[config.mk]
export PLATFORM = sky130hd
export DESIGN_NAME = boot_selector
export DESIGN_NICKNAME = d
export VERILOG_FILES = /design/src/rtl/boot_selector.sv
export SDC_FILE = /design/constraint.sdc
export NUM_CORES = 1
export LEC_CHECK = 0
export BUFFER_PORTS_ARGS = -buffer_cell sky130_fd_sc_hd__buf_2
export CAP_MARGIN = 20
export CORE_MARGIN = 2
export CORE_UTILIZATION = 26
export CTS_CLUSTER_DIAMETER = 40
export CTS_CLUSTER_SIZE = 16
export DETAILED_ROUTE_END_ITERATION = 10
export HOLD_SLACK_MARGIN = 0.1
export PLACE_DENSITY_LB_ADDON = 0.1
export SYNTH_ARGS = -nofsm -noshare
export SYNTH_HDL_FRONTEND = slang
export SYNTH_SLANG_ARGS = --single-unit
export TNS_END_PERCENT = 10
[constraint.sdc]
create_clock -name clk -period 2.9 [get_ports clk]
set_input_delay 0 -clock clk [delete_from_list [all_inputs] [get_ports clk]]
set_output_delay 0 -clock clk [all_outputs]
set_load 0.02 [all_outputs]
[src/rtl/boot_selector.sv]
// Boot image selector: a button picks one of N_IMG warm-boot images, pre-boot tasks run under a
// per-task watchdog, then a held BOOT request is raised for SB_WARMBOOT.
module boot_selector #(
  parameter int                 N_IMG       = 4,
  parameter int                 DEF_IMG     = 2,
  parameter int                 SEL_IMG     = 1,
  parameter int                 TMO_BIT     = 23,
  parameter int                 REARM_BIT   = 17,
  parameter int                 LONG_BIT    = 24,
  parameter int                 N_TASKS     = 2,
  parameter logic [N_TASKS-1:0] SKIP_MASK   = '1,
  parameter int                 TASK_TO_BIT = 20
) (
  input  logic               clk,
  input  logic               rst,
  input  logic               btn,
  output logic [N_TASKS-1:0] task_go,
  input  logic [N_TASKS-1:0] task_rdy,
  output logic [N_TASKS-1:0] task_err,
  output logic [1:0]         boot_sel,
  output logic               boot_now,
  output logic [3:0]         led_flash_cnt,
  output logic               skip
);

  typedef enum logic [2:0] {START, WAIT_REL, SEL, SEL_WAIT, TASK, BOOT} state_t;

  state_t               state, state_nxt;
  logic [TMO_BIT:0]     timer;
  logic [LONG_BIT:0]    hold;
  logic [TASK_TO_BIT:0] wdog;
  logic [2:0]           idx, idx_nxt;
  logic                 btn_q;
  logic [1:0]           sel_nxt;
  logic                 skip_nxt;
  logic [N_TASKS-1:0]   err_nxt;
  logic                 advance;

  logic               rise, in_sel, long_press, tick;
  logic [N_TASKS-1:0] cur_mask;
  logic               task_first, bypass, cur_rdy, last_task;

  assign rise       = btn & ~btn_q;
  assign in_sel     = (state == SEL) || (state == SEL_WAIT);
  assign long_press = in_sel && hold[LONG_BIT];
  assign tick       = ((state == SEL) && timer[TMO_BIT]) ||
                      ((state == SEL_WAIT) && timer[REARM_BIT]);
  assign cur_mask   = N_TASKS'(1) << idx;
  // The watchdog only reads zero in the first cycle of a task, so it doubles as the start marker.
  assign task_first = (wdog == '0);
  assign bypass     = skip && |(SKIP_MASK & cur_mask);
  assign cur_rdy    = |(task_rdy & cur_mask);
  assign last_task  = (idx == 3'(N_TASKS - 1));

  assign led_flash_cnt = {2'b00, boot_sel} + 4'd1;

  always_comb begin
    state_nxt = state;
    sel_nxt   = boot_sel;
    skip_nxt  = skip;
    idx_nxt   = idx;
    err_nxt   = task_err;
    advance   = 1'b0;
    task_go   = '0;
    case (state)
      START: begin
        idx_nxt = 3'd0;
        if (btn) begin
          state_nxt = WAIT_REL;
          sel_nxt   = 2'(SEL_IMG);
        end else begin
          state_nxt = TASK;
          sel_nxt   = 2'(DEF_IMG);
        end
      end
      WAIT_REL: begin
        if (!btn) state_nxt = SEL_WAIT;
      end
      SEL: begin
        if (long_press) begin
          state_nxt = TASK;
        end else if (rise) begin
          // A press wins over a timeout landing in the same cycle.
          sel_nxt   = (boot_sel == 2'(N_IMG - 1)) ? 2'd0 : boot_sel + 2'd1;
          if (boot_sel == 2'd0) skip_nxt = 1'b1;
          state_nxt = SEL_WAIT;
        end else if (timer[TMO_BIT]) begin
          state_nxt = TASK;
        end
      end
      SEL_WAIT: begin
        if (long_press)            state_nxt = TASK;
        else if (timer[REARM_BIT]) state_nxt = SEL;
      end
      TASK: begin
        if (task_first) begin
          if (bypass) advance = 1'b1;
          else        task_go = cur_mask;
        end else if (cur_rdy) begin
          advance = 1'b1;
        end else if (wdog[TASK_TO_BIT]) begin
          err_nxt = task_err | cur_mask;
          advance = 1'b1;
        end
        if (advance) begin
          if (last_task) state_nxt = BOOT;
          else           idx_nxt   = idx + 3'd1;
        end
      end
      BOOT: begin
      end
      default: state_nxt = START;
    endcase
  end

  always_ff @(posedge clk or posedge rst) begin
    if (rst) begin
      state    <= START;
      boot_sel <= 2'(DEF_IMG);
      skip     <= 1'b0;
      task_err <= '0;
      idx      <= 3'd0;
      btn_q    <= 1'b0;
      timer    <= '0;
      hold     <= '0;
      wdog     <= '0;
      boot_now <= 1'b0;
    end else begin
      state    <= state_nxt;
      boot_sel <= sel_nxt;
      skip     <= skip_nxt;
      task_err <= err_nxt;
      idx      <= idx_nxt;
      btn_q    <= btn;
      timer    <= (btn || tick) ? '0 : timer + 1'b1;
      hold     <= (in_sel && btn) ? hold + 1'b1 : '0;
      wdog     <= ((state == TASK) && !advance) ? wdog + 1'b1 : '0;
      boot_now <= (state == BOOT);
    end
  end

endmodule

== Word-level counts from Yosys, hierarchy flattened ==
Index checks and enable logic that the tools add are counted.
W data, S select, Z words.
Word-level totals
  word-level logic and storage cells: 92
  output and inout bits: 12
  ROM bits: 0
  memories kept: 0
  register bits after elaboration: 83
  bits in writable memories: 0
  input bits: 5
  bits in latches: 0
Operators by class
  divide/modulo/power cells: 0
  reductions and logical operators: 22
  magnitude comparators: 0
  muxes and demuxes: 30
  $add $sub $neg: 6
  $mul: 0
  bitwise operators: 8
  shift-type cells: 1
  eq/ne operators: 15
Operators with widths (number)
  $mux W3: 11
  $add A25 B1 Y25 const B: 1
  $mux W25: 1
  $add A24 B1 Y24 const B: 1
  $mux W24: 1
  $add A21 B1 Y21 const B: 1
  $logic_not A21 Y1: 1
  $mux W21: 1
  $pmux W3 S6: 1
  $mux W2: 7
  $ne A2 B2 Y1 const B: 6
  $reduce_and A4 Y1: 2
  $eq A3 B1 Y1 const B: 2
  $eq A3 B2 Y1 const B: 2
  $eq A3 B3 Y1 const B: 2
  $logic_and A1 B1 Y1: 6
  $mux W1: 6
  $pmux W3 S2: 1
  $reduce_and A3 Y1: 2
  $reduce_and A6 Y1: 1
  $not A1 Y1: 5
  $ne A4 B4 Y1 const B: 1
  $pmux W2 S2: 1
  $reduce_bool A2 Y1: 2
  14 further kinds: 17

== Logic depth before layout (Yosys ltp) ==
Gate-level depths: netlist of run 1.
  word-level depth: 10
  gate-level depth with buffers: 8
  depth with buffers taken out: 8

== Worst setup path after synthesis of run 1 ==
Ideal clock, no wire load.
  path type: register to register
  from: register wdog[0]
  to: register state[0]
  setup slack: 0.878 ns
  stages on the path, launching flop included: 9
  data required time: 2.773 ns
  path buffers: 0
  data arrival time: 1.895 ns
  library setup time: 0.127 ns
  period minus slack after synthesis: 2.022 ns
  path through: dfrtp_1 > inv_1 > ha_1 > nor4b_1 > nand3_1 > o311a_1 > o21ai_2 > o311a_1 > mux2_1
Between the ends
  word-level cells in the longest chain between the ends: 5
RTL lines
  start, declared: RTL line 31  | logic [TASK_TO_BIT:0] wdog;
  start signal, assigned: RTL line 137  | wdog <= ((state == TASK) && !advance) ? wdog + 1'b1 : '0;
  $logic_not A21 Y1: RTL line 50  | assign task_first = (wdog == '0);
  $mux W1: RTL line 96  | if (task_first) begin
  $mux W1: RTL line 65  | case (state)
  $ne A2 B2 Y1 (no source line)
  $reduce_and A6 Y1 (no source line)
  end signal, assigned: RTL line 129  | state <= state_nxt;
  end, declared: RTL line 28  | state_t state, state_nxt;
No other way between the ends. The select of a mux whose other input is x is not followed.
A chain may end at the register's enable or synchronous reset.

== Worst setup path in the final report of run 1 ==
Ends and elaborated chain as after synthesis.

==> results of run 1 <==
kinds of logic after synthesis:
group / count (synthesis)
xor gates and xnor gates: 55
muxes: 6
other: 1
buffers and inverters: 30
adders and majority gates: 8
DFF: 83
and+or+nand+nor: 198
AOI/OAI and AO/OA: 47
layout make-up:
class / instances / area share (%)
repair buffers: 23 / 3.31
clock buffers: 12 / 4.96
well taps: 211 / 5.54
multi-input cells: 315 / 40.2
inverters: 19 / 1.52
clock inverters: 3 / 0.840
flip-flops and latches: 83 / 43.6
cell usage after synthesis, types with 2 or more instances:
library cell	n
ha_1	8
nand2_1	26
dfrtp_1	82
nor4_1	5
and3_1	9
nand3_1	29
a31oi_1	2
o311a_1	2
mux2_1	2
buf_2	3
nor2_1	76
xnor2_1	19
mux2i_1	2
o21ai_0	14
nor2b_1	4
nand2b_1	2
a21oi_1	17
a41o_1	2
and4_1	7
or3_1	10
nand4_1	13
nor4b_1	2
clkbuf_1	7
nor3_1	9
inv_1	19
xor2_1	36
mux2_2	2
per-layer routing:
metal	vias to the layer above	share of wire [%]	GRT usage (%)
met1	1466	49	14.3
met4	0	1.3	3.42
met5	-	0	0
met3	7	3.3	3.81
li1	1520	-	-
met2	28	46	18.2
flip-flops by register name (all words and copies together), names as in the netlist, 2 cells and up:
| register | count |
|---|---|
| wdog | 21 |
| task_err | 2 |
| state | 3 |
| hold | 25 |
| idx | 3 |
| boot_sel | 2 |
| timer | 24 |
tightest hold or removal path: stages:
cell	delay [ps]
dlygate4sd3_1	530
buf_2	120
clkinv_2	50
buf_12	340
stage by stage:
| step | cells | setup WS, ps | area, um^2 |
|---|---|---|---|
| finish | 666 | 451 | 4760 |
| global route | 666 | 198 | 4760 |
| CTS | 666 | 410 | 4760 |
| detailed placement | 647 | 445 | 4450 |
| global placement | 647 | 535 | 4450 |
| floorplan | 428 | 765 | 4110 |
power by group through the flow:
stage               combinational (W)  sequential [W]  clock (W)
global placement             0.000692         0.00141          0
floorplan                    0.000548         0.00136          0
global route                 0.000791         0.00142    0.00121
detailed placement           0.000693         0.00142          0
finish                       0.000685         0.00139    0.00111
CTS                          0.000702         0.00139    0.00117
how the worst max path moves through the flow:
stage,end,depth (start not counted),start
floorplan,boot_now,1,rst
global placement,state[0],8,wdog[0]
detailed placement,state[2],8,wdog[0]
CTS,state[0],8,wdog[0]
global route,state[0],8,wdog[0]
finish,state[0],8,wdog[0]
what timing repair did:
action                    in CTS  in global routing
resized for setup              0                  0
hold endpoints to repair      85                  0
setup buffers                  0                  0
hold buffers                   4                  0
==> summary.md, run 1 <==
| Metric | Value |
|---|---|
| CTS Buf Count | `9` |
| Final Cycle Share | `around 84%` |
| Final setup viols | `0` |
| I/O pin cnt | `17` |
| DRC viols | `0` |
| Synth Instances | `between 400 and 500` |
| Mean Syn Cell Area | `9.61 um^2` |
| Max-cap violations | `0` |
| CP most frequent cell | `o311a_1` |
| Slew margin rel. | `57.9%` |
| Vias in the first global route | `3071` |
| Synth Cell Area | `~4000 um^2` |
| Global-route wire length before repair | `roughly 15 mm` |
| Mapped Nets | `about 440` |
| # clock sinks | `83` |
| Post-synth top area cell | `dfrtp_1` |
| Mux contribution to synthesized area | `approximately 1.6%` |
| Hold WS | `around 290 ps` |
| Drt total wl | `8.31 mm` |
| Leakage | `2.00 nW` |
| Crit path buf inv count | `1` |
| Die Area | `between 15000 and 20000 um^2` |
| Nets@finish | `approximately 460` |
| Vias per inst | `~4.5` |
| Clock Skews | `~5.4 ps` |
| Multi-input gate area | `~1900 um^2` |
| Register-to-register setup slack | `roughly 450 ps` |
| Die height | `around 130 um` |
| Yosys reg bits | `83` |
| Die Wd | `between 100 and 150 um` |
| Final Hold Vio Count | `0` |
| Cell family with most CP delay | `compound AO/OA/AOI/OAI gates` |
| Final min period | `approximately 2400 ps` |
| Netlist cell types | `46` |
| PortBufs | `15` |
| Critical path class | `flop to flop` |
| Actual slew at the worst max-slew pin | `~630 ps` |
| Clk buf depth | `2` |
| Async S/R FF share, synth | `100%` |
| Pwr dens | `approximately 670 nW/um^2` |
| Switching power | `0.00102 W` |
| Tot Pwr | `~0.0032 W` |
| CP Capture Type | `flop` |
| Most common cell after layout, fill and taps aside | `dfrtp_1` |
| Slew Limit Fails | `0` |
| FF/Latch Area | `about 2100 um^2` |
| Synth Area in Compound Gates | `slightly above 7%` |
| CP max-delay cell | `dfrtp_1` |
| Wire per inst | `roughly 12 um` |
| WP data arrival | `around 2700 ps` |
| 1st-iter DRT viols | `130` |
| Flop pwr share | `between 40% and 50%` |
| Switching Fraction | `31.9%` |
| Root Driver | `clkbuf_16` |
| Int Power | `0.00217 W` |
| Crit path largest cell delay | `420 ps` |
| Adder-cell share of the synthesized area | `under 10%` |
| Worst r2r dst | `state[0]` |
| CP Cell Sequence | `inv_1, ha_1, nor4b_1, nand3_1, o311a_1, o21ai_2, o311a_1, mux2_1` |
| Final Util | `between 30% and 40%` |
| YS warnings | `0` |
| Post-synthesis sequential area ratio | `around half` |
| GRT overflow | `0` |
| Number of flops mapped to enable cells by yosys | `0` |
| Share of post-route cells with drive strength above 1 | `about 8.8%` |
| CTS tree | `yes` |
| Post-synth top area share | `49.9%` |
| Largest family of logic cells by synthesized area | `simple AND/OR/NAND/NOR gates` |
| N_diodes | `0` |
| F_max | `408 MHz` |
| Synth-to-layout area growth | `15.8%` |
| 1st-pass router iterations | `4` |
| Worst-path clk slew | `60 ps` |
| Xor/xnor share of the synthesized area | `around an eighth` |
| H-tree depth | `3` |
| Worst-case reg-to-reg path depth | `8` |
| Top_reg_cell synth | `dfrtp_1` |
| Status | `completed` |
| CP required | `~3100 ps` |
| Hpwl dp | `roughly 5.3 mm` |
| Core box area | `15300 um^2` |
| Antenna violations before repair | `0` |
| Cell Rows | `45` |
| RSZ-0062 raised after global routing | `no` |
| Combinational power share | `a little over a fifth` |
| RD Place Congestion | `~0.7` |
| Reg2Reg Launch Point | `wdog[0]` |
| Hold Path Class | `input port to async pin` |
| Setup_tns | `0 ps` |
| Worst-path maximum fanout | `15` |
| Largest net degree at the start of global routing | `84` |
| Simple-gate share of the synthesized area | `a little under a quarter` |
| VDD IR-drop max | `around 0.27 mV` |
| Clk_lat worst skew | `around 340 ps` |
| Fill cells | `1638` |
| Dominant cells by area after synthesis | `dfrtp_1 (50%), xor2_1 (7.7%), nor2_1 (6.9%)` |
| Post-route ant nets | `0` |
| Most frequent cells in the layout | `dfrtp_1 (82), nor2_1 (76), xor2_1 (36)` |
| Initial Utilization | `26.9%` |
| Via Count | `approximately 3000` |
| Clock network power share | `about a third` |
| CP Launch Type | `flop` |
| Total global-route track usage | `between 10 and 15%` |
(Power assumes the default switching activity.)
==> inputs of run 2 (changes only) <==
--- a/config.mk
+++ b/config.mk
@@ -5,6 +5,7 @@
 export SDC_FILE = /design/constraint.sdc
 export NUM_CORES = 1
 export LEC_CHECK = 0
+export ABC_AREA = 1
 export BUFFER_PORTS_ARGS = -buffer_cell sky130_fd_sc_hd__buf_2
 export CAP_MARGIN = 20
 export CORE_MARGIN = 2
==> constraint.sdc (replaced) <==
create_clock -name clk -period 2.31 [get_ports clk]
set_input_delay 0 -clock clk [delete_from_list [all_inputs] [get_ports clk]]
set_output_delay 0 -clock clk [all_outputs]
set_load 0.02 [all_outputs]
==> run 2 against run 1 <==
Die area up 12%. Core utilization fell by 0.42 points. Routed wire length rose by 31%. Register-to-register slack worse by 90 ps. Sequential power is 17% higher. Combinational power grew 8.0%. Area after synthesis is 12% higher. Non-clock buffer count did not move. Total power grew 20%. Critical path type unchanged.
==> summary.md, run 2 <==
| Metric | Value |
|---|---|
| Final setup viols | `0 (unchanged)` |
| Setup_tns | `0 ps (unchanged)` |
| Drt total wl | `10.9 mm (was 8.31 mm)` |
| Hpwl dp | `8.25 mm (was 5.33 mm)` |
| Yosys reg bits | `83 (unchanged)` |
| Most numerous cell in the Yosys netlist | `nor2_1 (was dfrtp_1)` |
| PortBufs | `15 (unchanged)` |
| Mapped Nets | `632 (was 441)` |
| CP max-delay cell | `dlygate4sd3_1 (was dfrtp_1)` |
| Total global-route track usage | `12.8% (was 11.3%)` |
| Regs by FF count | `hold x25, timer x24, wdog x21 (unchanged)` |
| YS warnings | `0 (unchanged)` |
| PostCTS Resize Cnt | `0 (unchanged)` |
| CP Capture Type | `flop (unchanged)` |
| Top_reg_cell synth | `dfrtp_1 (unchanged)` |
| Slew margin rel. | `61.8% (was 57.9%)` |
| Most flops, register | `hold (unchanged)` |
| Adder-cell share of the synthesized area | `2.17% (was 2.43%)` |
| 1st-pass router iterations | `5 (was 4)` |
| Actual slew at the worst max-slew pin | `573 ps (was 632 ps)` |
| Worst-path maximum fanout | `5 (was 15)` |
| Global-route wire length before repair | `18.7 mm (was 15.0 mm)` |
| Share of post-route cells with drive strength above 1 | `6.60% (was 8.79%)` |
| Core box area | `17300 um^2 (was 15300 um^2)` |
| Vias per inst | `4.44 (was 4.54)` |
| Pwr dens | `718 nW/um^2 (was 669 nW/um^2)` |
| Post-route ant nets | `0 (unchanged)` |
| 1st-iter DRT viols | `191 (was 130)` |
| Xor/xnor share of the synthesized area | `6.27% (was 11.7%)` |
| Root Driver | `clkbuf_16 (unchanged)` |
| Via Count | `3893 (was 3021)` |
| Final min period | `1950 ps (was 2450 ps)` |
| Max-cap violations | `0 (unchanged)` |
| Post-synth top area cell | `dfrtp_1 (unchanged)` |
| Leakage | `2.32 nW (was 2.00 nW)` |
| CP Cell Sequence | `inv_1, nand2_1, nor2_1, nand4_1, dlygate4sd3_1, o21bai_1 (was inv_1, ha_1, nor4b_1, nand3_1, o311a_1, o21ai_2, o311a_1, mux2_1)` |
| Largest register FFs | `25 (unchanged)` |
| CP Launch Type | `flop (unchanged)` |
| Largest net degree at the start of global routing | `55 (was 84)` |
| Dominant cells by area after synthesis | `dfrtp_1 (45%), nor2_1 (11%), nand2_1 (11%) (was dfrtp_1 (50%), xor2_1 (7.7%), nor2_1 (6.9%))` |
| Slew Limit Fails | `0 (unchanged)` |
| Clk buf depth | `2 (unchanged)` |
| Post-synth top area share | `44.5% (was 49.9%)` |
| Mean Syn Cell Area | `7.45 um^2 (was 9.61 um^2)` |
| Clock Skews | `10.6 ps (was 5.44 ps)` |
| Clk_lat worst skew | `340 ps (about the same)` |
| Initial Utilization | `26.7% (was 26.9%)` |
| Nets@finish | `660 (was 464)` |
| Synth Cell Area | `4610 um^2 (was 4110 um^2)` |
| Post-synthesis sequential area ratio | `45.1% (was 50.5%)` |
| RD Place Congestion | `0.808 (was 0.698)` |
| Cell Rows | `48 (was 45)` |
| Hold Path Class | `input port to async pin (unchanged)` |
| Most common cell after layout, fill and taps aside | `nor2_1 (was dfrtp_1)` |
| Multi-input gate area | `2190 um^2 (was 1920 um^2)` |
| Wire per inst | `12.4 um (was 12.5 um)` |
| Synth Area in Compound Gates | `5.18% (was 7.06%)` |
| GRT overflow | `0 (unchanged)` |
| Synth-to-layout area growth | `15.1% (was 15.8%)` |
| Crit path largest cell delay | `590 ps (was 420 ps)` |
| F_max | `513 MHz (was 408 MHz)` |
| Final Cycle Share | `84.4% (was 84.5%)` |
| Top cells by count, synth | `nor2_1 (137), nand2_1 (134), dfrtp_1 (82) (was dfrtp_1 (82), nor2_1 (76), xor2_1 (36))` |
| CTS Buf Count | `9 (unchanged)` |
| Die Wd | `137 um (was 130 um)` |
| H-tree depth | `3 (unchanged)` |
| I/O pin cnt | `17 (unchanged)` |
| Vias in the first global route | `3796 (was 3071)` |
| Fill cells | `1904 (was 1638)` |
| CTS tree | `yes (unchanged)` |
| Number of flops mapped to enable cells by yosys | `0 (unchanged)` |
| DRC viols | `0 (unchanged)` |
| VDD IR-drop max | `0.399 mV (was 0.269 mV)` |
| CP required | `2560 ps (was 3120 ps)` |
| Final Util | `30.7% (was 31.1%)` |
| Die Area | `18800 um^2 (was 16800 um^2)` |
| WP data arrival | `2200 ps (was 2670 ps)` |
| Synth Instances | `619 (was 428)` |
| # clock sinks | `83 (unchanged)` |
| Largest family of logic cells by synthesized area | `simple AND/OR/NAND/NOR gates (unchanged)` |
| Mux contribution to synthesized area | `0% (was 1.58%)` |
| FF/Latch Area | `2080 um^2 (unchanged)` |
| Critical path class | `flop to flop (unchanged)` |
| Antenna violations before repair | `0 (unchanged)` |
| Status | `completed (unchanged)` |
| RSZ-0062 raised after global routing | `no (unchanged)` |
| N_diodes | `0 (unchanged)` |
| Die height | `137 um (was 130 um)` |
| Netlist cell types | `33 (was 46)` |
| Final Hold Vio Count | `0 (unchanged)` |
| Worst-path clk slew | `60 ps (about the same)` |
| Async S/R FF share, synth | `100% (unchanged)` |
| Most frequent cells in the layout | `nor2_1 (137), nand2_1 (134), dfrtp_1 (82) (was dfrtp_1 (82), nor2_1 (76), xor2_1 (36))` |
| Simple-gate share of the synthesized area | `33.8% (was 23.7%)` |
[run 2: critical path, delay by kind of cell, from the launching register on]
kind                   cells  cell delay [ps]
flip-flops                 1              440
AND/OR/NAND/NOR            3              570
buffers and inverters      2              710
AO/OA/AOI/OAI              1              140
[run 2: final timing paths]
kind	from	endpoint	slack (ps)	cells after the start
min in group clk	task_rdy[0]	idx[0]	360	7
setup / recovery	state[0]	task_err[1]	360	6
hold reg to reg	task_err[0]	task_err[0]	480	1
max in group asynchronous	rst	boot_sel[1]	1320	4
setup reg to reg	state[0]	task_err[1]	360	6
hold / removal	rst	wdog[6]	250	3
[run 2: final cells by class]
type                            instances  share of cell area (%)
Clock inverter                          4                   0.919
Multi-Input combinational cell        451                    41.2
Timing Repair Buffer                   23                    2.97
Inverter                               79                    5.61
Tap cell                              225                    5.30
Sequential cell                        83                    39.1
Clock buffer                           12                    4.83
[run 2: per-layer routing]
metal	part of all wire [%]	track usage (%)	vias up
li1	-	-	2013
met1	51	17.6	1792
met2	43	19.8	75
met3	4.0	2.89	13
met4	1.5	4.12	0
met5	0	0	-
[run 2: cell families after synthesis]
| group | after synthesis |
|---|---|
| AOI/OAI and AO/OA | 44 |
| DFF | 83 |
| buffers and inverters | 85 |
| other | 1 |
| adders and majority gates | 8 |
| and+or+nand+nor | 365 |
| xor gates and xnor gates | 33 |
[run 2: repair_timing]
item / CTS / global route
setup buffers: 0 / 0
hold endpoints to repair: 33 / 0
hold buffers: 4 / 0
[run 2: power breakdown]
| group | total [W] | switching [W] | internal [W] | leakage (nW) |
|---|---|---|---|---|
| Sequential | 0.00162 | 0.0000821 | 0.00154 | 1.14 |
| Combinational | 0.000740 | 0.000513 | 0.000227 | 1.02 |
| Clock | 0.00145 | 0.000557 | 0.000895 | 0.153 |
| Total | 0.00381 | 0.00115 | 0.00266 | 2.32 |
[run 2: per-stage QoR]
stage | power [W] | worst slack, ps | instances | instance area [um^2] | hold slack, ps
floorplan | 0.00218 | 175 | 619 | 4610 | 31.4
global placement | 0.00239 | 507 | 857 | 4960 | 84.3
detailed placement | 0.00239 | 472 | 857 | 4960 | 81.3
CTS | 0.00389 | 360 | 877 | 5310 | 262
global route | 0.00409 | 182 | 877 | 5310 | 296
finish | 0.00381 | 359 | 877 | 5310 | 250
==> inputs of run 3 (changes only) <==
--- a/config.mk
+++ b/config.mk
@@ -5,7 +5,7 @@
 export SDC_FILE = /design/constraint.sdc
 export NUM_CORES = 1
 export LEC_CHECK = 0
-export ABC_AREA = 1
+export ABC_AREA = 0
 export BUFFER_PORTS_ARGS = -buffer_cell sky130_fd_sc_hd__buf_2
 export CAP_MARGIN = 20
 export CORE_MARGIN = 2
==> constraint.sdc (replaced) <==
create_clock -name clk -period 1.7 [get_ports clk]
set_input_delay 0 -clock clk [delete_from_list [all_inputs] [get_ports clk]]
set_output_delay 0 -clock clk [all_outputs]
set_load 0.02 [all_outputs]
==> run 3 against run 2 <==
The flow now finishes with violations (setup timing). Maximum frequency is 2.7% lower. Final cell count decreased by 17%. Hold slack improved by 81 ps. Via count decreased by 16%. Critical endpoint is now state[0].
==> summary.md, run 3 (synthesized netlist as in run 1, its figures left out) <==
| Metric | Value |
|---|---|
| WP data arrival | `2230 ps (was 2200 ps)` |
| Post-route ant nets | `0 (unchanged)` |
| F_max | `499 MHz (was 513 MHz)` |
| Share of post-route cells with drive strength above 1 | `25.4% (was 6.60%)` |
| Cell family with most CP delay | `compound AO/OA/AOI/OAI gates (was buffers and inverters)` |
| Final Hold Vio Count | `0 (unchanged)` |
| CP max-delay cell | `dfrtp_1 (was dlygate4sd3_1)` |
| Cell Rows | `45 (was 48)` |
| CP most frequent cell | `o311a_1` |
| Global-route wire length before repair | `16.1 mm (was 18.7 mm)` |
| Die Area | `16800 um^2 (was 18800 um^2)` |
| Crit path buf inv count | `1 (was 2)` |
| Core box area | `15300 um^2 (was 17300 um^2)` |
| 1st-iter DRT viols | `138 (was 191)` |
| H-tree depth | `3 (unchanged)` |
| Slew Limit Fails | `0 (unchanged)` |
| CP Capture Type | `flop (unchanged)` |
| Initial Utilization | `26.9% (was 26.7%)` |
| Vias in the first global route | `3389 (was 3796)` |
| Wire per inst | `12.3 um (was 12.4 um)` |
| Hpwl dp | `6.06 mm (was 8.25 mm)` |
| Nets@finish | `529 (was 660)` |
| Setup WS pre-CTS | `-383 ps (was 472 ps)` |
| Hold Path Class | `input port to async pin (unchanged)` |
| Final setup viols | `28 (was 0)` |
| Largest register FFs | `25 (unchanged)` |
| DRC viols | `0 (unchanged)` |
| Worst-path maximum fanout | `3 (was 5)` |
| RSZ-0062 raised after global routing | `yes (was no)` |
| CP Cell Sequence | `inv_1, ha_2, nor4b_4, nand3_2, o311a_1, o21ai_2, o311a_1, mux2_4 (was inv_1, nand2_1, nor2_1, nand4_1, dlygate4sd3_1, o21bai_1)` |
| VDD IR-drop max | `0.485 mV (was 0.399 mV)` |
| Leakage | `2.39 nW (was 2.32 nW)` |
| Die Wd | `130 um (was 137 um)` |
| Vias per inst | `4.45 (was 4.44)` |
| CP Launch Type | `flop (unchanged)` |
| CTS Buf Count | `9 (unchanged)` |
| N_diodes | `0 (unchanged)` |
| Final min period | `2000 ps (was 1950 ps)` |
| # clock sinks | `83 (unchanged)` |
| Max-cap violations | `0 (unchanged)` |
| Failing checks | `setup timing` |
| CP required | `1930 ps (was 2560 ps)` |
| 1st-pass router iterations | `4 (was 5)` |
| Most flops, register | `hold (unchanged)` |
| Total global-route track usage | `12.2% (was 12.8%)` |
| Critical path class | `flop to flop (unchanged)` |
| Largest net degree at the start of global routing | `84 (was 55)` |
| Most common cell after layout, fill and taps aside | `dfrtp_1 (was nor2_1)` |
| Clock Skews | `9.43 ps (was 10.6 ps)` |
| Pwr dens | `1080 nW/um^2 (was 718 nW/um^2)` |
| Via Count | `3255 (was 3893)` |
| Die height | `130 um (was 137 um)` |
| Antenna violations before repair | `0 (unchanged)` |
| Clk_lat worst skew | `340 ps (about the same)` |
| Root Driver | `clkbuf_16 (unchanged)` |
| Reg2Reg Launch Point | `wdog[1] (was state[0])` |
| RD Place Congestion | `0.712 (was 0.808)` |
| Worst-path clk slew | `60 ps (about the same)` |
| Fill cells | `1596 (was 1904)` |
| I/O pin cnt | `17 (unchanged)` |
| Most frequent cells in the layout | `dfrtp_1 (82), nor2_1 (72), buf_4 (64) (was nor2_1 (137), nand2_1 (134), dfrtp_1 (82))` |
| Final Util | `35.3% (was 30.7%)` |
| Regs by FF count | `hold x25, timer x24, wdog x21 (unchanged)` |
| Crit path largest cell delay | `380 ps (was 590 ps)` |
| Drt total wl | `8.99 mm (was 10.9 mm)` |
| Setup slack after layout | `-304 ps (was 359 ps)` |
| Status | `finished, violations left (was completed)` |
| Synth-to-layout area growth | `31.4% (was 15.1%)` |
| PortBufs | `15 (unchanged)` |
| Clk buf depth | `2 (unchanged)` |
| CTS tree | `yes (unchanged)` |
| Final Cycle Share | `118% (was 84.4%)` |
| CP startpoint | `wdog[1] (was state[0])` |
| GRT overflow | `0 (unchanged)` |
==> run 3: what timing repair did <==
action | CTS | global route
gates resized for setup | 18 | 16
setup buffers | 1 | 5
setup endpoints to repair | 30 | 41
pin swaps | 5 | 6
hold buffers | 4 | 0
hold endpoints to repair | 85 | 0
==> run 3: power breakdown <==
group	leakage, nW	internal, W	switching, W
clock	0.139	0.00107	0.000782
sequential	1.14	0.00212	0.000138
combinational	1.11	0.000805	0.000925
total	2.39	0.00399	0.00184
==> run 3: worst reg2reg max path: cells and delay by family, from the launching register on <==
| family | cells | cell delay [ps] |
|---|---|---|
| AO/OA/AOI/OAI | 3 | 650 |
| AND/OR/NAND/NOR | 2 | 320 |
| flip-flops | 1 | 380 |
| multiplexers | 1 | 310 |
| buffers and inverters | 1 | 60 |
| adder cells (fa/ha/maj) | 1 | 160 |
==> run 3: final timing paths <==
path	endpoint	slack, ps	cells after the start
min in group clk	btn_q	440	2
setup reg to reg	state[0]	-300	8
max in group asynchronous	boot_sel[1]	990	4
setup / recovery	state[0]	-300	8
hold / removal	hold[5]	330	4
hold reg to reg	task_err[1]	460	1
==> run 3: cell type report <==
| cell class | instances | area, um^2 | share of cell area, % |
|---|---|---|---|
| sequential | 83 | 2080 | 38.4 |
| clock inverter | 3 | 22.5 | 0.416 |
| timing repair buffer | 88 | 676 | 12.5 |
| inverter | 19 | 75.1 | 1.39 |
| tap | 211 | 264 | 4.88 |
| clock buffer | 12 | 256 | 4.74 |
| multi-input combinational | 315 | 2040 | 37.6 |
==> run 3: metrics by stage <==
step           TNS, ps  std cells  total power, W  hold WS [ps]  cell area [um^2]
6_report         -4030        731         0.00583           331              5410
5_1_grt          -7910        731         0.00625           410              5410
4_1_cts          -4620        726         0.00592           348              5310
3_5_place_dp     -6210        706         0.00390           181              4910
3_3_place_gp     -5270        706         0.00390           173              4910
2_1_floorplan    -2070        428         0.00325          31.4              4120
==> run 3: metal layers <==
layer  wire length [um]  GRT usage, %  share of wire, %  vias up
li1                   -             -                 -     1644
met1               4270          15.1                47     1577
met2               4310          20.0                48       24
met3                254          3.81               2.8       10
met4                155          4.24               1.7        0
met5                  0             0                 0        -
